<file path="config.mk">
export PLATFORM = sky130hd
export DESIGN_NAME = seq_divider
export DESIGN_NICKNAME = d
export VERILOG_FILES = /design/src/rtl/seq_divider_pkg.sv /design/src/rtl/seq_divider_div_step.sv /design/src/rtl/seq_divider.sv
export SDC_FILE = /design/constraint.sdc
export NUM_CORES = 1
export LEC_CHECK = 0
export CAP_MARGIN = 20
export CELL_PAD_IN_SITES_DETAIL_PLACEMENT = 0
export CELL_PAD_IN_SITES_GLOBAL_PLACEMENT = 1
export CORE_MARGIN = 2
export CORE_UTILIZATION = 48
export CTS_CLUSTER_DIAMETER = 120
export DETAILED_ROUTE_END_ITERATION = 10
export DONT_BUFFER_PORTS = 1
export GPL_ROUTABILITY_DRIVEN = 0
export PLACE_DENSITY = 0.9
export SLEW_MARGIN = 20
export SYNTH_ARGS = -nofsm -noshare
export SYNTH_HDL_FRONTEND = slang
export SYNTH_SLANG_ARGS = --single-unit
</file>
<file path="constraint.sdc">
create_clock -name clk -period 3.22 [get_ports clk]
set_input_delay 0.322 -clock clk [delete_from_list [all_inputs] [get_ports clk]]
set_output_delay 0.322 -clock clk [all_outputs]
set_load 0.01 [all_outputs]
</file>
<file path="src/rtl/seq_divider_pkg.sv">
// Shared CPU datapath constants: divider FSM state encoding and default data width.
package seq_divider_pkg;

  localparam int unsigned DATA_WIDTH = 16;

  localparam logic [1:0] ST_IDLE = 2'd0;
  localparam logic [1:0] ST_RUN  = 2'd1;
  localparam logic [1:0] ST_DONE = 2'd2;

  typedef enum logic [1:0] {
    StIdle = ST_IDLE,
    StRun  = ST_RUN,
    StDone = ST_DONE
  } div_state_e;

endpackage

</file>
<file path="src/rtl/seq_divider_div_step.sv">
// One restoring-division iteration: shift in the next dividend bit, trial-subtract the divisor.
module seq_divider_div_step #(
  parameter int unsigned WIDTH = 16
) (
  input  logic [WIDTH-1:0] rem_i,
  input  logic             quo_msb_i,
  input  logic [WIDTH-1:0] divisor_i,
  output logic [WIDTH-1:0] next_rem_o,
  output logic             q_bit_o
);

  logic [WIDTH:0]   partial;
  logic [WIDTH:0]   inv_divisor;
  logic [WIDTH+1:0] trial;
  logic             unused_bits;

  // The shifted remainder can reach 2*divisor-1, so it needs one extra bit before subtracting.
  always_comb begin
    partial     = {rem_i, quo_msb_i};
    inv_divisor = ~{1'b0, divisor_i};
    trial       = {1'b0, partial} + {1'b0, inv_divisor} + {{(WIDTH + 1){1'b0}}, 1'b1};
    q_bit_o     = trial[WIDTH+1];
    next_rem_o  = q_bit_o ? trial[WIDTH-1:0] : partial[WIDTH-1:0];
  end

  // After a successful subtract (or a failed one) the result is below the divisor.
  assign unused_bits = ^{trial[WIDTH], partial[WIDTH]};

endmodule

</file>
<file path="src/rtl/seq_divider.sv">
// Iterative unsigned restoring divider, one quotient bit per clock, start/busy/done handshake.
module seq_divider
  import seq_divider_pkg::*;
#(
  parameter int unsigned WIDTH = DATA_WIDTH
) (
  input  logic             clk,
  input  logic             rst,
  input  logic             start,
  input  logic [WIDTH-1:0] dividend,
  input  logic [WIDTH-1:0] divisor,
  output logic             busy,
  output logic             done,
  output logic [WIDTH-1:0] quotient,
  output logic [WIDTH-1:0] remainder,
  output logic             div_by_zero
);

  localparam int unsigned CntW = $clog2(WIDTH) + 1;

  div_state_e       state_q;
  logic [CntW-1:0]  cnt_q;
  logic [WIDTH-1:0] rem_q;
  logic [WIDTH-1:0] quo_q;
  logic [WIDTH-1:0] dvsr_q;
  logic [WIDTH-1:0] quot_q;
  logic [WIDTH-1:0] remd_q;
  logic             busy_q;
  logic             done_q;
  logic             dbz_q;

  logic [WIDTH-1:0] step_rem;
  logic             step_qbit;
  logic [WIDTH-1:0] quo_next;

  seq_divider_div_step #(
    .WIDTH(WIDTH)
  ) u_step (
    .rem_i     (rem_q),
    .quo_msb_i (quo_q[WIDTH-1]),
    .divisor_i (dvsr_q),
    .next_rem_o(step_rem),
    .q_bit_o   (step_qbit)
  );

  always_comb begin
    quo_next = {quo_q[WIDTH-2:0], step_qbit};
  end

  // Working registers (rem_q/quo_q) are kept apart from the result registers so the
  // previous result stays visible while a new division runs.
  always_ff @(posedge clk or posedge rst) begin
    if (rst) begin
      state_q <= StIdle;
      cnt_q   <= '0;
      rem_q   <= '0;
      quo_q   <= '0;
      dvsr_q  <= '0;
      quot_q  <= '0;
      remd_q  <= '0;
      busy_q  <= 1'b0;
      done_q  <= 1'b0;
      dbz_q   <= 1'b0;
    end else begin
      unique case (state_q)
        StIdle, StDone: begin
          done_q <= 1'b0;
          if (start) begin
            dvsr_q <= divisor;
            rem_q  <= '0;
            quo_q  <= dividend;
            cnt_q  <= '0;
            dbz_q  <= 1'b0;
            if (divisor == '0) begin
              quot_q  <= '1;
              remd_q  <= dividend;
              dbz_q   <= 1'b1;
              done_q  <= 1'b1;
              state_q <= StDone;
            end else begin
              busy_q  <= 1'b1;
              state_q <= StRun;
            end
          end else begin
            state_q <= StIdle;
          end
        end
        StRun: begin
          rem_q <= step_rem;
          quo_q <= quo_next;
          cnt_q <= cnt_q + 1'b1;
          if (cnt_q == CntW'(WIDTH - 1)) begin
            quot_q  <= quo_next;
            remd_q  <= step_rem;
            busy_q  <= 1'b0;
            done_q  <= 1'b1;
            state_q <= StDone;
          end
        end
        default: begin
          busy_q  <= 1'b0;
          done_q  <= 1'b0;
          state_q <= StIdle;
        end
      endcase
    end
  end

  assign busy        = busy_q;
  assign done        = done_q;
  assign quotient    = quot_q;
  assign remainder   = remd_q;
  assign div_by_zero = dbz_q;

endmodule

</file>
### After elaboration in Yosys (flattened, before gate mapping)

Cells that the tools add are included.

* reductions and logical operators: 8
* equal/unequal tests: 7
* bitwise gates (word level): 1
* add/subtract/negate cells: 3
* multiplexer cells: 27

Operators by type and width (count)
* 2-to-1 mux 16 bit: 9
* one-hot mux 16 bit (2 select lines): 4
* adder 17 x 17 -> 18 bit: 1
* adder 18 x 1 -> 18 bit (second input constant): 1
* NOT 16 -> 17 bit: 1
* logical NOT 16 bit: 1
* one-hot mux 5 bit (2 select lines): 1
* != test 2 bit (second input constant): 4
* 2-to-1 mux 1 bit: 6
* 2-to-1 mux 2 bit: 3
* adder 5 x 1 -> 5 bit (second input constant): 1
* == test 5 x 4 -> 1 bit (second input constant): 1
* 2-to-1 mux 5 bit: 1
* one-hot mux 1 bit (2 select lines): 2
* one-hot mux 2 bit (2 select lines): 1
* AND reduction 2 bit: 2
* AND reduction 4 bit: 1
* AND reduction 3 bit: 1
* == test 2 x 1 -> 1 bit (second input constant): 1
* == test 2 bit (second input constant): 1
* logical NOT 2 bit: 1
* nonzero test 2 bit: 1
* OR reduction 2 bit: 1

* register bits after elaboration: 90
* output and inout bits: 35
* word-level logic and storage cells: 56
* bits of input ports: 35

### Logic depth before layout (Yosys ltp)

* word-level depth: 6
* depth in mapped cells: 11

### By module

A second synthesis with hierarchy kept.

* cells, all modules: 451
* area, all modules: 4629.4 sq um

Modules (own cells, without submodules)
* seq_divider: times used 1, seq. area each 2227.1 sq um, area each 3621.0 sq um, cells an instance 326
* seq_divider_div_step: times used 1, seq. area each 0.0 sq um, area each 1008.5 sq um, cells an instance 125

### Least setup slack after synthesis

OpenSTA, ideal clock, no wires.

* path kind: flip-flop to flip-flop
* start: register quo_q[15]
* end: register remd_q[12], in the netlist remainder[12]
* data arrival time: 2.061 ns
* cell stages (with the launch flop): 11
* path slack: 1.028 ns
* library setup time: 0.130 ns
* period minus slack after synthesis: 2.192 ns
* buffers on the path: 0
* cell sequence: dfrtp_1 > inv_1 > ha_1 > fa_1 > nand2b_1 > a21o_1 > a21oi_1 > o211ai_1 > xnor2_1 > mux2i_1 > o21ai_0

* longest elaborated chain between the ends: 5

Ends and longest elaborated chain
* from (decl): RTL line seq_divider.sv:24 `logic [WIDTH-1:0] quo_q;`
* from (signal assigned): RTL line seq_divider.sv:71 `quo_q <= dividend;`
* from (signal assigned): RTL line seq_divider.sv:90 `quo_q <= quo_next;`
* adder 17 x 17 -> 18 bit: RTL line seq_divider_div_step.sv:21 `trial = {1'b0, partial} + {1'b0, inv_divisor} + {{(WIDTH + 1){1'b0}}, 1'b1};`
* adder 18 x 1 -> 18 bit: RTL line seq_divider_div_step.sv:21
* 2-to-1 mux 16 bit: RTL line seq_divider_div_step.sv:23 `next_rem_o = q_bit_o ? trial[WIDTH-1:0] : partial[WIDTH-1:0];`
* 2-to-1 mux 16 bit: RTL line seq_divider.sv:92 `if (cnt_q == CntW'(WIDTH - 1)) begin`
* one-hot mux 16 bit (2 select lines): RTL line seq_divider.sv:65 `unique case (state_q)`
* to (signal assigned): RTL line seq_divider.sv:76 `remd_q <= dividend;`
* to (signal assigned): RTL line seq_divider.sv:94 `remd_q <= step_rem;`
* to (decl): RTL line seq_divider.sv:27 `logic [WIDTH-1:0] remd_q;`

No other way between the ends. The select of a mux whose other input is x is not followed.
A chain may end at the register's enable or synchronous reset.

### Final worst setup path

* start: register dvsr_q[0]
* end: register remd_q[12], in the netlist remainder[12]

* longest elaborated chain between the ends: 6

Ends and longest elaborated chain
* from (decl): RTL line seq_divider.sv:25 `logic [WIDTH-1:0] dvsr_q;`
* from (signal assigned): RTL line seq_divider.sv:69 `dvsr_q <= divisor;`
* NOT 16 -> 17 bit: RTL line seq_divider_div_step.sv:20 `inv_divisor = ~{1'b0, divisor_i};`
* adder 17 x 17 -> 18 bit: RTL line seq_divider_div_step.sv:21
* adder 18 x 1 -> 18 bit: RTL line seq_divider_div_step.sv:21
* 2-to-1 mux 16 bit: RTL line seq_divider_div_step.sv:23
* 2-to-1 mux 16 bit: RTL line seq_divider.sv:92
* one-hot mux 16 bit (2 select lines): RTL line seq_divider.sv:65

No other way between the ends. The select of a mux whose other input is x is not followed.

==> impl_metrics.yaml <==
worst_setup_path:
  end_kind: "flop"
  cp_data_required_time_ns: 3.46
  slowest_delay_ns: 0.43
  cp-start-kind: "flop"
  cp_slowest_cell: "fa_1"
  reg2reg_depth: 9
  timing.rr.end: "remainder[12]$_DFFE_PP0P_"
  r2r_start: "dvsr_q[0]$_DFFE_PP0P_"
  cp_max_fo: 4
  regToRegSetupSlack_ns: 0.58
  path_cells: "ha_1, fa_1, nand2b_1, a21o_1, a21oi_1, o211ai_1, xnor2_1, mux2i_1, o21ai_0"
  crit_type: "reg -> reg"
  worstPathArrival_ns: 2.89
outcome:
  status: "finished clean"
power:
  p_comb_frac: 0.552
  internal_power_mw: 3.42
  power_frac_seq: 0.330
  ir_worst_vdd_v: 0.000420
  p_clk_frac: 0.118
  leakagePower_nw: 2.20
  p_per_area_nw_per_um2: 1250
  switching_share: 0.465
  total_power_mw: 6.38
  switching_power_mw: 2.97
synth:
  synthFlopType: "dfrtp_1"
  avgSynthCellArea_um2: 8.83
  synthesis.nets: 593
  seq_area_frac_synth: 0.468
  muxShareOfSynthArea: 0.0315
  yosys.area_share.adder: 0.0515
  syn_area_um2: 4760
  synth_warnings: 0
  synth-seq-cells: 89
  synth_cells: 539
  synth-compound-area-share: 0.189
  synth_xor_area_frac: 0.0221
  netlist_top_cells_area: "dfrtp_1 (47%), nand2_1 (6.9%), o21ai_0 (5.9%), ha_1 (4.7%), nor2_1 (4.7%)"
  yosysTopAreaCell: "dfrtp_1"
  yosys.area_share.simple: 0.195
  async_flop_share: 1.00
  yosysUniqueCellTypes: 56
  post-synth-top-area-fraction: 0.468
  synth_top_family_by_area: "simple AND/OR/NAND/NOR gates"
  synth-edff-count: 0
floorplan:
  row_count: 36
  num_io_pins: 70
  die_w_um: 104
  initial_core_util: 0.492
  die_h_um: 104
  die-area_um2: 10700
  core-area_um2: 9680
cts:
  hold_buffers: 1
  clkLatencyLatePin_ns: 0.38
  clk_pin_slew_worst_paths_ns: 0.09
  cts_inserted_buffers: 9
  clockBufferDepth: 2
  cts_repair_resize_count: 0
  cts_max_level: 3
  post-cts-setup-buffers: 0
  cts_sinks: 89
  tritoncts: "yes"
  clock_tree.root_cell: "clkbuf_8"
sta:
  setup_viol: 0
  fin_setup_tns_ns: 0
  slew_headroom: 0.608
  rsz0062_at_grt: "no"
  hold_violations: 0
  worstMarginPinSlew_ns: 0.581
  clock_skew_ns: 0.00743
  finalCriticalPeriod_ns: 2.64
  final.period_utilization: 0.821
  slew_viol_final: 0
  fmax_ghz: 0.378
final_layout:
  fin_cells: 672
  drive_gt1_frac: 0.0798
  utilization: 0.526
  final_cell_mix: "dfrtp_1 (89), nand2_1 (87), nor2_1 (59), o21ai_0 (56), a21oi_1 (43)"
  area_growth_pct: 6.99
  final_common_cell: "dfrtp_1"
  design_area_um2: 5090
  diodes: 0
  nets: 588
  fillCellCount: 875
global_routing:
  grt.total_usage: 0.230
  first_global_vias: 3777
  antenna_found_initial: 0
  grt_max_degree: 49
  grt_pass1_wl_um: 19800
  grt-ovfl-total: 0
drt:
  wl_um: 11900
  via_per_inst: 5.83
  wl_per_cell_um: 17.7
  dr.pass1.iters: 7
  drc: 0
  vias: 3919
  dr.first_iter.drc_count: 226
  ant_nets: 0
hold_path:
  hp-start: "divisor[0]"
  hold_end: "dvsr_q[0]$_DFFE_PP0P_"
  hold_path_class: "in -> reg"
  hold_depth: 2
run:
  cap_violations: 0
placed_design:
  place_area_um2: 4900
  port_buffers: 0
  placed_cells: 655
  hpwl_um: 8580
area by class of cell:
class,count,area [µm²],area share
Clock buffer,10,138,0.0270
Tap cell,133,166,0.0327
Timing Repair Buffer,13,100,0.0197
Multi-Input combinational cell,400,2330,0.458
Inverter,21,80.1,0.0157
Sequential cell,89,2230,0.437
Clock inverter,6,48.8,0.00958
cell families (layout without fill, tap and decap cells):
kind of cell / Yosys count / count (layout)
mux: 15 / 15
fa+ha+maj: 19 / 19
xor+xnor: 12 / 12
simple gates: 207 / 207
compound gates: 147 / 147
flops: 89 / 89
buf+inv: 50 / 50
worst max-delay path by stage:
stage,slack [ns],to,depth (start not counted),start
after global routing,0.39,rem_q[5]$_DFFE_PP0P_,7,rem_q[11]$_DFFE_PP0P_
final,0.58,remainder[12]$_DFFE_PP0P_,9,dvsr_q[0]$_DFFE_PP0P_
after floorplan,0.59,busy$_DFFE_PP0P_,1,rst
after detailed placement,0.64,remainder[12]$_DFFE_PP0P_,9,dvsr_q[0]$_DFFE_PP0P_
after CTS,0.62,remainder[12]$_DFFE_PP0P_,9,dvsr_q[0]$_DFFE_PP0P_
after global placement,0.65,remainder[12]$_DFFE_PP0P_,9,dvsr_q[0]$_DFFE_PP0P_
registers in the layout, summed over array words and instances, names as in the netlist:
signal,count
remainder,16
div_by_zero,1
busy,1
rem_q,16
quotient,16
dvsr_q,16
state_q,2
quo_q,16
cnt_q,5
stage by stage:
stage | setup slack, ns | hold slack (ns)
5_1_grt | 0.391 | 0.0539
2_1_floorplan | 0.591 | 0.427
4_1_cts | 0.619 | 0.0398
6_report | 0.575 | 0.0451
3_3_place_gp | 0.645 | 0.220
3_5_place_dp | 0.639 | 0.224
power groups by stage:
stage	Clock, mW	Sequential [mW]	Combinational, mW
5_1_grt	0.813	2.16	3.97
3_5_place_dp	0	2.13	3.49
6_report	0.750	2.11	3.52
3_3_place_gp	0	2.10	3.39
2_1_floorplan	0	2.00	2.86
4_1_cts	0.757	2.11	3.51
cell usage after synthesis, types with 2 or more instances:
master,instances
nor4_1,5
mux2i_1,15
o211ai_1,2
nor2_1,59
or3_1,8
nand4_1,6
a21oi_1,43
a21oi_4,2
xnor2_1,8
nor2b_1,2
dfrtp_1,89
and3_1,10
a31oi_1,15
and2_1,2
o21ai_0,56
inv_1,21
o21a_1,3
nand2_1,87
nor3_1,8
xor2_1,4
buf_6,2
nand3_1,7
or2_2,3
a21o_1,5
nand2b_1,4
ha_1,18
a311oi_1,2
buf_1,3
clkbuf_1,22
a22o_1,2
routing by layer:
layer  track usage  routed length (µm)  up-vias
met5             0                   0        -
met4        0.0907                 179        0
met3        0.0441                 730       17
met2         0.379                5750      120
met1         0.301                5220     1915
li1              -                   -     1867
critical path: cells and delay by family, from the launching register on:
| family | cells | cell delay [ns] |
|---|---|---|
| AOI/OAI and AO/OA | 4 | 0.87 |
| adders and majority gates | 2 | 0.70 |
| DFF | 1 | 0.42 |
| and+or+nand+nor | 1 | 0.19 |
| muxes | 1 | 0.19 |
| xor gates and xnor gates | 1 | 0.15 |
Note: power is estimated with default switching activity, not from simulation.
==> RTL change (same flow settings) <==
The package constant `DATA_WIDTH` goes from 16 to 32.
--- a/src/rtl/seq_divider_pkg.sv
+++ b/src/rtl/seq_divider_pkg.sv
@@ -1,7 +1,7 @@
 // Shared CPU datapath constants: divider FSM state encoding and default data width.
 package seq_divider_pkg;
 
-  localparam int unsigned DATA_WIDTH = 16;
+  localparam int unsigned DATA_WIDTH = 32;
 
   localparam logic [1:0] ST_IDLE = 2'd0;
   localparam logic [1:0] ST_RUN  = 2'd1;
Interface: changed (resized dividend, divisor, quotient and remainder); port bits go from 70 to 134. The function was not compared with the original's and may differ.
==> RTL change against the unedited design <==
- critical path type unchanged
- synthesized area up 95%
- wire length up 110%
- largest cell class unchanged
- count of clock-buffer cells in the layout up 8
- fmax down 14%
- first-iteration DRC count rose to 3.4 times the old value
- cell area up 100%
- highest routed layer unchanged
- sequential cell count up 81
- setup slack worse by 0.44 ns
Power is left out: the tool's default activity adds up to more than one toggle a clock period on the data nets, which glitch-free logic cannot reach.
==> RTL change: results (changes against the unedited design) <==
\begin{tabular}{lr}
\hline
Metric & Value \\
\hline
\multicolumn{2}{l}{\textbf{Placed design}} \\
DP Wirelength & 18200 um (was 8580 um) \\
\multicolumn{2}{l}{\textbf{Min path}} \\
Hold path startpoint & divisor[15] (was divisor[0]) \\
Hold-critical path endpoint & dvsr\_q[15]\$\_DFFE\_PP0P\_ (was dvsr\_q[0]\$\_DFFE\_PP0P\_) \\
\multicolumn{2}{l}{\textbf{Critical path}} \\
Worst r2r src & quo\_q[31]\$\_DFFE\_PP0P\_ (was dvsr\_q[0]\$\_DFFE\_PP0P\_) \\
Reg2Reg Capture Point & remainder[16]\$\_DFFE\_PP0P\_ (was remainder[12]\$\_DFFE\_PP0P\_) \\
Flop-to-flop setup slack & 0.13 ns (was 0.58 ns) \\
Crit path arrival time & 3.42 ns (was 2.89 ns) \\
Largest fanout on the critical path & 6 (was 4) \\
Slowest cell delay on critical path & 0.41 ns (was 0.43 ns) \\
\multicolumn{2}{l}{\textbf{STA}} \\
Skew final & 0.0115 ns (was 0.00743 ns) \\
\multicolumn{2}{l}{\textbf{Route}} \\
Final routed wirelength across all metal layers & 25000 um (was 11900 um) \\
DR pass1 iterations & 5 (was 7) \\
DR iter-0 viols & 768 (was 226) \\
\multicolumn{2}{l}{\textbf{Status}} \\
Status & completed (unchanged) \\
\multicolumn{2}{l}{\textbf{GRT}} \\
Via count of the first global-routing pass & 7379 (was 3777) \\
Aggregate global-route resource usage & 24.7\% (was 23.0\%) \\
M1 GR Usage & 35.4\% (was 30.1\%) \\
GR Layer Usage met2 & 36.6\% (was 37.9\%) \\
\multicolumn{2}{l}{\textbf{Synthesis}} \\
Cells taking the most area after synthesis & sky130\_fd\_sc\_hd\_\_dfrtp\_1, sky130\_fd\_sc\_hd\_\_nand2\_1, sky130\_fd\_sc\_hd\_\_o21ai\_0 (unchanged) \\
Synth unique cells & 65 (was 56) \\
Adder-Cell Fraction of Synth Area & 4.65\% (was 5.15\%) \\
XOR/XNOR share of the synthesized area & 1.98\% (was 2.21\%) \\
Mux contribution to synthesized area & 2.27\% (was 3.15\%) \\
\multicolumn{2}{l}{\textbf{Clock tree}} \\
Clock tree root driver cell & sky130\_fd\_sc\_hd\_\_clkbuf\_16 (was sky130\_fd\_sc\_hd\_\_clkbuf\_8) \\
Register clock-pin slew on the reported worst setup and hold paths & 0.06 ns (was 0.09 ns) \\
\multicolumn{2}{l}{\textbf{Cells and area}} \\
Fraction of layout cells with a size suffix above 1 & 8.85\% (was 7.98\%) \\
\hline
\end{tabular}
[RTL change: cell types whose count changed after synthesis, moves of 8 or more]
cell | unedited run | this run
sky130_fd_sc_hd__inv_1 | 21 | 49
sky130_fd_sc_hd__nand2_1 | 87 | 200
sky130_fd_sc_hd__o21ai_1 | 1 | 47
sky130_fd_sc_hd__ha_1 | 18 | 33
sky130_fd_sc_hd__a31oi_1 | 15 | 41
sky130_fd_sc_hd__a21o_1 | 5 | 13
sky130_fd_sc_hd__clkbuf_1 | 22 | 51
sky130_fd_sc_hd__nor3_1 | 8 | 23
sky130_fd_sc_hd__o21ai_0 | 56 | 105
sky130_fd_sc_hd__and3_1 | 10 | 25
sky130_fd_sc_hd__dfrtp_1 | 89 | 170
sky130_fd_sc_hd__a21oi_1 | 43 | 63
[RTL change: layer usage]
layer	vias to the layer above	wire (um)
li1	3754	-
met1	3726	11500
met2	312	10800
met3	35	2170
met4	0	532
met5	-	0
[RTL change: cell type report]
type	instances	area share (%)
multi-input cells	789	44.8
flip-flops and latches	170	41.3
clock buffers	18	4.17
inverters	49	1.82
clock inverters	14	1.80
well taps	260	3.16
repair buffers	33	2.87
[RTL change: through the flow]
step	hold slack [ns]	cells	instance area, sq um
floorplan	0.427	1079	9310
global placement	0.364	1296	9600
detailed placement	0.375	1296	9600
CTS	0.000680	1332	10300
global route	0.00321	1333	10300
finish	0.00924	1333	10300
[RTL change: kinds of logic after synthesis]
| logic type | Yosys count |
|---|---|
| XOR/XNOR | 21 |
| adder cells (fa/ha/maj) | 34 |
| AND/OR/NAND/NOR | 378 |
| flip-flops | 170 |
| AO/OA/AOI/OAI | 335 |
| buffers and inverters | 120 |
| multiplexers | 21 |
[RTL change: repair_timing]
action	CTS	global route
setup buffers	0	1
endpoints found under the setup margin	0	29
gates resized for setup	0	10
hold buffers	4	0
hold endpoints to repair	33	0
[RTL change: worst max-delay path by stage]
stage / cells past startpoint / startpoint / slack [ns] / end
final: 12 / quo_q[31]$_DFFE_PP0P_ / 0.13 / remainder[16]$_DFFE_PP0P_
after floorplan: 13 / rem_q[18]$_DFFE_PP0P_ / 0.59 / rem_q[17]$_DFFE_PP0P_
after global placement: 9 / rem_q[25]$_DFFE_PP0P_ / 0.26 / rem_q[10]$_DFFE_PP0P_
after global routing: 10 / rem_q[15]$_DFFE_PP0P_ / 0.001 / rem_q[29]$_DFFE_PP0P_
after CTS: 10 / dvsr_q[0]$_DFFE_PP0P_ / 0.09 / rem_q[24]$_DFFE_PP0P_
after detailed placement: 10 / dvsr_q[0]$_DFFE_PP0P_ / 0.13 / rem_q[24]$_DFFE_PP0P_
